===== src/rtl/ssd_scan_ctrl_if.sv =====
// ssd_scan_ctrl_if
// Bundles the load/value request and the display outputs of ssd_scan_ctrl.
//   load       : single-cycle request to convert and display value
//   value      : binary value to display
//   busy       : conversion in progress
//   ovf        : last accepted value did not fit in DIGITS decimal digits
//   digit_code : BCD nibble for the enabled digit (4'hF = blank)
//   digit_sel  : active-low one-hot digit enable
// master drives the request side; slave is the controller.
interface ssd_scan_ctrl_if #(
  parameter int DIGITS = 4,
  parameter int WIDTH  = 14
);
  logic              load;
  logic [WIDTH-1:0]  value;
  logic              busy;
  logic              ovf;
  logic [3:0]        digit_code;
  logic [DIGITS-1:0] digit_sel;

  modport master (output load, value, input busy, ovf, digit_code, digit_sel);
  modport slave  (input load, value, output busy, ovf, digit_code, digit_sel);
endinterface


===== src/rtl/ssd_scan_ctrl.sv =====
// ssd_scan_ctrl
// Converts a binary value to BCD with a sequential double-dabble engine and
// time-multiplexes the digits onto one shared seven-segment decoder.
//   clk   : system clock, rising edge
//   rst_n : asynchronous active-low reset
//   bus   : ssd_scan_ctrl_if.slave (load/value in; busy/ovf/digit_code/digit_sel out)
//
// state | meaning
// IDLE  | waiting for load; display shows shadow register
// CONV  | shifting one bit per clock, WIDTH iterations
module ssd_scan_ctrl #(
  parameter int DIGITS = 4,
  parameter int WIDTH  = 14,
  parameter int DIV    = 50000,
  parameter int LZB    = 1
) (
  input  logic           clk,
  input  logic           rst_n,
  ssd_scan_ctrl_if.slave bus
);

  // Decimal digits needed for 2^WIDTH-1, i.e. ceil(WIDTH*log10(2)).
  function automatic int calc_nibbles(input int w);
    longint unsigned m;
    int n;
    m = (64'd1 << w) - 64'd1;
    n = 0;
    for (int i = 0; i < 20; i++) begin
      if (m != 0) begin
        m = m / 10;
        n++;
      end
    end
    return n;
  endfunction

  function automatic longint unsigned pow10(input int d);
    longint unsigned p;
    p = 1;
    for (int i = 0; i < d; i++) p = p * 10;
    return p;
  endfunction

  localparam int NB_RAW = calc_nibbles(WIDTH);
  // Keep at least DIGITS nibbles so the shadow copy never reads past the accumulator.
  localparam int NB     = (NB_RAW > DIGITS) ? NB_RAW : DIGITS;
  localparam int CW     = $clog2(WIDTH + 1);
  localparam int PW     = $clog2(DIV);
  localparam int IW     = (DIGITS > 1) ? $clog2(DIGITS) : 1;
  localparam logic [63:0] OVF_LIMIT = 64'(pow10(DIGITS));

  typedef enum logic {IDLE, CONV} state_t;

  state_t              state, state_nxt;
  logic                start, done;
  logic [WIDTH-1:0]    bin;
  logic [NB*4-1:0]     bcd, bcd_adj;
  logic [NB*4+WIDTH-1:0] cat_shift;
  logic [CW-1:0]       cnt;
  logic                ovf_next, ovf_q;
  logic [DIGITS*4-1:0] shadow;
  logic [PW-1:0]       presc;
  logic                tick;
  logic [IW-1:0]       idx, idx_nxt;
  logic [DIGITS-1:0]   sel_q;
  logic [3:0]          shown [DIGITS];
  logic                lead;
  logic [3:0]          nib;

  always_ff @(posedge clk or negedge rst_n) begin
    if (!rst_n) state <= IDLE;
    else        state <= state_nxt;
  end

  always_comb begin
    state_nxt = state;
    start     = 1'b0;
    done      = 1'b0;
    case (state)
      IDLE: if (bus.load) begin
        start     = 1'b1;
        state_nxt = CONV;
      end
      CONV: if (cnt == CW'(WIDTH - 1)) begin
        done      = 1'b1;
        state_nxt = IDLE;
      end
      default: state_nxt = IDLE;
    endcase
  end

  // One double-dabble iteration: add 3 to nibbles >= 5, then shift {bcd, bin}.
  always_comb begin
    bcd_adj = bcd;
    for (int i = 0; i < NB; i++) begin
      if (bcd[i*4 +: 4] >= 4'd5) bcd_adj[i*4 +: 4] = bcd[i*4 +: 4] + 4'd3;
    end
    cat_shift = {bcd_adj, bin} << 1;
  end

  always_ff @(posedge clk or negedge rst_n) begin
    if (!rst_n) begin
      bin      <= '0;
      bcd      <= '0;
      cnt      <= '0;
      ovf_next <= 1'b0;
      ovf_q    <= 1'b0;
      shadow   <= '0;
    end else if (start) begin
      bin      <= bus.value;
      bcd      <= '0;
      cnt      <= '0;
      ovf_next <= (64'(bus.value) >= OVF_LIMIT);
    end else if (state == CONV) begin
      bcd <= cat_shift[NB*4+WIDTH-1:WIDTH];
      bin <= cat_shift[WIDTH-1:0];
      cnt <= cnt + CW'(1);
      if (done) begin
        // The final iteration's result goes straight to the shadow on the last edge.
        shadow <= ovf_next ? '1 : cat_shift[WIDTH +: DIGITS*4];
        ovf_q  <= ovf_next;
      end
    end
  end

  assign tick    = (presc == PW'(DIV - 1));
  assign idx_nxt = (idx == IW'(DIGITS - 1)) ? '0 : idx + IW'(1);

  always_ff @(posedge clk or negedge rst_n) begin
    if (!rst_n) begin
      presc <= '0;
      idx   <= '0;
      sel_q <= ~DIGITS'(1);
    end else begin
      presc <= tick ? '0 : presc + PW'(1);
      if (tick) begin
        idx   <= idx_nxt;
        sel_q <= ~(DIGITS'(1) << idx_nxt);
      end
    end
  end

  // Leading-zero blanking on read; digit 0 always shows so a zero value reads "0".
  always_comb begin
    lead = 1'b1;
    nib  = 4'h0;
    for (int i = DIGITS - 1; i >= 0; i--) begin
      nib = shadow[i*4 +: 4];
      if ((LZB != 0) && lead && (i != 0) && (nib == 4'h0)) shown[i] = 4'hF;
      else                                                 shown[i] = nib;
      if (nib != 4'h0) lead = 1'b0;
    end
  end

  assign bus.busy       = (state == CONV);
  assign bus.ovf        = ovf_q;
  assign bus.digit_sel  = sel_q;
  assign bus.digit_code = shown[idx];

endmodule


===== src/flat_wrapper.sv =====
// flat-port wrapper written by rule: the top's interface ports become plain ports
module ssd_scan_ctrl_flat 
#(
  parameter int DIGITS = 4,
  parameter int WIDTH  = 14,
  parameter int DIV    = 50000,
  parameter int LZB    = 1
)
  (clk, rst_n, bus_load, bus_value, bus_busy, bus_ovf, bus_digit_code, bus_digit_sel);
  ssd_scan_ctrl_if #(.DIGITS(DIGITS), .WIDTH(WIDTH)) bus_i ();
  input  logic clk;
  input  logic rst_n;
  input wire logic [$bits(bus_i.load)-1:0] bus_load;
  input wire logic [$bits(bus_i.value)-1:0] bus_value;
  output wire logic [$bits(bus_i.busy)-1:0] bus_busy;
  output wire logic [$bits(bus_i.ovf)-1:0] bus_ovf;
  output wire logic [$bits(bus_i.digit_code)-1:0] bus_digit_code;
  output wire logic [$bits(bus_i.digit_sel)-1:0] bus_digit_sel;
  assign bus_i.load = bus_load;
  assign bus_i.value = bus_value;
  assign bus_busy = bus_i.busy;
  assign bus_ovf = bus_i.ovf;
  assign bus_digit_code = bus_i.digit_code;
  assign bus_digit_sel = bus_i.digit_sel;
  ssd_scan_ctrl #(.DIGITS(DIGITS), .WIDTH(WIDTH), .DIV(DIV), .LZB(LZB)) u_core (.clk(clk), .rst_n(rst_n), .bus(bus_i));
endmodule

===== config.mk =====
export PLATFORM = sky130hd
export DESIGN_NAME = ssd_scan_ctrl_flat
export DESIGN_NICKNAME = d
export VERILOG_FILES = /design/src/rtl/ssd_scan_ctrl_if.sv /design/src/rtl/ssd_scan_ctrl.sv /design/src/flat_wrapper.sv
export SDC_FILE = /design/constraint.sdc
export NUM_CORES = 1
export LEC_CHECK = 0
export ABC_AREA = 1
export CORE_MARGIN = 2
export CORE_UTILIZATION = 50
export DETAILED_ROUTE_END_ITERATION = 8
export GPL_TIMING_DRIVEN = 0
export PLACE_DENSITY = 0.77
export SLEW_MARGIN = 15
export SYNTH_ARGS = -nofsm -noshare
export SYNTH_HDL_FRONTEND = slang
export SYNTH_SLANG_ARGS = --single-unit

===== constraint.sdc =====
create_clock -name clk -period 2.8 [get_ports clk]
set_input_delay 0.28 -clock clk [delete_from_list [all_inputs] [get_ports clk]]
set_output_delay 0.28 -clock clk [all_outputs]
set_load 0.005 [all_outputs]

==> impl_metrics.csv <==
group,metric,value,unit
timing,fmax,421.2,MHz
timing,tns,0,ns
yosys,ys.flop_type,"dfrtp_1",
floorplanning,start_util,51.64,%
power_and_ir_drop,p_comb_share,38.0,%
cts,clk_pin_slew,0.08,ns
power_and_ir_drop,intPower,0.002641,W
cts,cts_tree,"yes",
place,preCtsSetupSlack,0.8479,ns
critical_path,timing.rr.end,"u_core.bcd[14]$_DFFE_PN0P_",
timing,period_needed,2.374,ns
finish,final_cell_mix,"nand2_1, inv_1, dfrtp_1, nor2_1, nand3_1",
finish,final_area,4674,um2
grt,grt-ovfl-total,0,
floorplanning,coreArea,7767,um2
cts,cts_root_buf,"clkbuf_8",
route,drt-pass1-iter-count,5,
yosys,syn_area,4011,um2
yosys,yosysSeqAreaShare,46.88,%
timing,finalSetupViolCount,0,
critical_path,ff2ff_path_depth,7,
critical_path,slowest_delay,0.50,ns
critical_path,crit_chain,"nor2_1 -> nand2_1 -> nor2_1 -> nand2_1 -> nand2_1 -> nand2_1 -> nand2_1 -> clkdlybuf4s50_1",
timing,tightest_slew,0.5065,ns
finish,fin_nets,587,
power_and_ir_drop,power_frac_seq,38.8,%
route,drtIter0Drc,197,
min_path,min_path_type,"input port to asynchronous set/reset pin",
grt,grt_max_degree,52,
cts,clock_latency,0.35,ns
yosys,synth.distinct_cells,30,
floorplanning,num_io_pins,27,
critical_path,path_buf_inv,1,
floorplanning,rows,32,
run_status,status,"complete, no violations",
critical_path,crit_family,"simple AND/OR/NAND/NOR gates",
critical_path,critPathMaxFanout,7,
timing,rsz0062_at_grt,"no",
floorplanning,dieArea,8755,um2
critical_path,crit_top_cell,"nand2_1",
finish,final_common_cell,"nand2_1",
floorplanning,die_h,93.57,um
power_and_ir_drop,p_leak,2.376,nW
route,drcViolationCount,0,
timing,slew_violations,0,
cts,cts_setup_buffers,0,
critical_path,critPathArrivalTime,2.09,ns
yosys,syn_inst,515,
job,drv_cap,0,
critical_path,critPathSlowestCell,"clkdlybuf4s50_1",
yosys,ys_ff_latch,75,
yosys,ys_async_sr_fraction,100.0,%
place,gpl.final_weighted_congestion,0.8573,
timing,hold_viol,0,
cts,cts_sinks,75,
timing,period_share,84.79,%
yosys,synth_edf_count,0,
cts,cts_max_path_buffers,2,
grt,antenna_found_initial,0,
cts,cts_buffers,9,
yosys,yosys_warnings,0,
place,place_area,4424,um2
floorplanning,dieWidth,93.57,um
power_and_ir_drop,power_density,915.8,nW/um2
yosys,syn_nets,548,
critical_path,crit_cells,8,
cts,cts-resized-gates,0,
route,wl_per_cell,12.57,um
critical_path,path_class,"register to output port",
route,vias,3365,
power_and_ir_drop,power.switching,0.001639,W
cts,cts.htree.levels,3,
finish,diodes,0,
route,vias_per_cell,5.091,
grt,grt_use_total,20.80,%
finish,layoutNonFillerInstCount,661,
route,ant_nets,0,
critical_path,r2r-start,"u_core.bcd[12]$_DFFE_PN0P_",
timing,slew_headroom,66.23,%
power_and_ir_drop,vdd_drop_max,0.3328,mV
power_and_ir_drop,switching_share,38.30,%
grt,grt_pass1_wl,14330,um
finish,drive_above_1_share,9.123,%
timing,finalWorstSetupSlack,0.4259,ns
grt,grt_pass1_vias,3294,
route,drt-total-wl,8306,um
critical_path,cp-end-kind,"output port",
place,dp_hpwl,6161,um
place,placedCellCount,644,
place,io_buffers,26,
timing,whs,0.3666,ns
critical_path,critPathLaunchType,"register",
critical_path,rrSetupSlack,1.28,ns
power_and_ir_drop,pwr-share-clk,23.2,%
finish,syn_to_final_growth,16.53,%
critical_path,worstPathRequired,2.52,ns
yosys,avgSynthCellArea,7.789,um2
timing,skew,0.01299,ns
-- what timing repair did --
item | in CTS | in global routing
setup endpoints to repair | 0 | 0
hold buffers | 1 | 0
hold endpoints to repair | 24 | 0
-- worst register-to-register path, delay by kind of cell (launching register included) --
family,cells,cell delay (ns)
compound gates,2,0.46
flops,1,0.42
simple gates,2,0.20
fa+ha+maj,1,0.16
buf+inv,2,0.13
-- state kept, by name (all words and copies together) (netlist names) --
| register | count |
|---|---|
| u_core.bcd | 16 |
| u_core.presc | 16 |
| u_core.shadow | 16 |
| u_core.bin | 14 |
| u_core.bus.digit_sel | 4 |
| u_core.cnt | 4 |
| u_core.idx | 2 |
| u_core.bus.busy | 1 |
| u_core.bus.ovf | 1 |
| u_core.ovf_next | 1 |
-- cell type report --
| class | count | area, um2 |
|---|---|---|
| fillers | 690 | 3093 |
| flip-flops and latches | 75 | 1881 |
| multi-input cells | 343 | 1743 |
| inverters | 86 | 322.8 |
| repair buffers | 28 | 295.3 |
| well taps | 102 | 127.6 |
| clock buffers | 9 | 123.9 |
| clock inverters | 7 | 116.4 |
| plain buffers | 11 | 65.06 |
-- power by group through the flow --
stage	combinational, W	clock (W)	sequential [W]
6_report	0.00163	0.000993	0.00166
3_3_place_gp	0.00152	0	0.00166
4_1_cts	0.00162	0.00101	0.00166
2_1_floorplan	0.00116	0	0.00162
5_1_grt	0.00187	0.00106	0.00170
3_5_place_dp	0.00161	0	0.00168
-- routing by layer --
layer | global-route usage [%] | up-vias | wire, um
li1 | - | 1699 | -
met2 | 34.29 | 89 | 3915
met4 | 7.126 | 0 | 86
met5 | 0 | - | 0
met1 | 27.42 | 1568 | 3898
met3 | 4.271 | 9 | 405
-- worst max-delay path by stage --
stage	start	to	slack, ns
finish	u_core.shadow[13]$_DFFE_PN0P_	bus_digit_code[2]	0.43
floorplan	u_core.idx[0]$_DFFE_PN0N_	bus_digit_code[2]	1.49
CTS	u_core.idx[1]$_DFFE_PN0N_	bus_digit_code[1]	0.46
global placement	rst_n	u_core.cnt[0]$_DFFE_PN0P_	-1.10
global route	u_core.shadow[13]$_DFFE_PN0P_	bus_digit_code[3]	0.28
detailed placement	u_core.idx[1]$_DFFE_PN0N_	bus_digit_code[1]	0.85
-- through the flow --
stage / power, W / util [%]
floorplan: 0.002785 / -
global placement: 0.003177 / 56.64
detailed placement: 0.003290 / 56.96
CTS: 0.004295 / 60.18
global route: 0.004636 / 60.18
finish: 0.004281 / 60.18
-- cells by family (layout without fill, tap and decap cells) --
| logic type | Yosys count | count (layout) | synth area share (%) |
|---|---|---|---|
| flops | 75 | 75 | 46.88 |
| compound gates | 68 | 68 | 10.45 |
| xor+xnor | 6 | 6 | 1.310 |
| buf+inv | 97 | 141 | 9.669 |
| fa+ha+maj | 16 | 16 | 4.991 |
| simple gates | 253 | 253 | 26.70 |
-- cell usage after synthesis, types with 5 or more instances --
cell | n | share of area [%]
nor2_1 | 50 | 4.7
o221ai_1 | 5 | 1.1
o21ai_0 | 24 | 3.0
nand2_1 | 150 | 14
xor2_1 | 6 | 1.3
dfrtp_1 | 72 | 45
a21oi_1 | 13 | 1.6
nand3_1 | 36 | 4.5
o211ai_1 | 6 | 1.1
ha_1 | 16 | 5.0
o21ai_2 | 5 | 1.1
buf_2 | 7 | 0.87
o22ai_1 | 6 | 0.94
a22oi_1 | 6 | 1.1
inv_1 | 82 | 7.7
No activity file was read; power rests on OpenSTA's default activity.
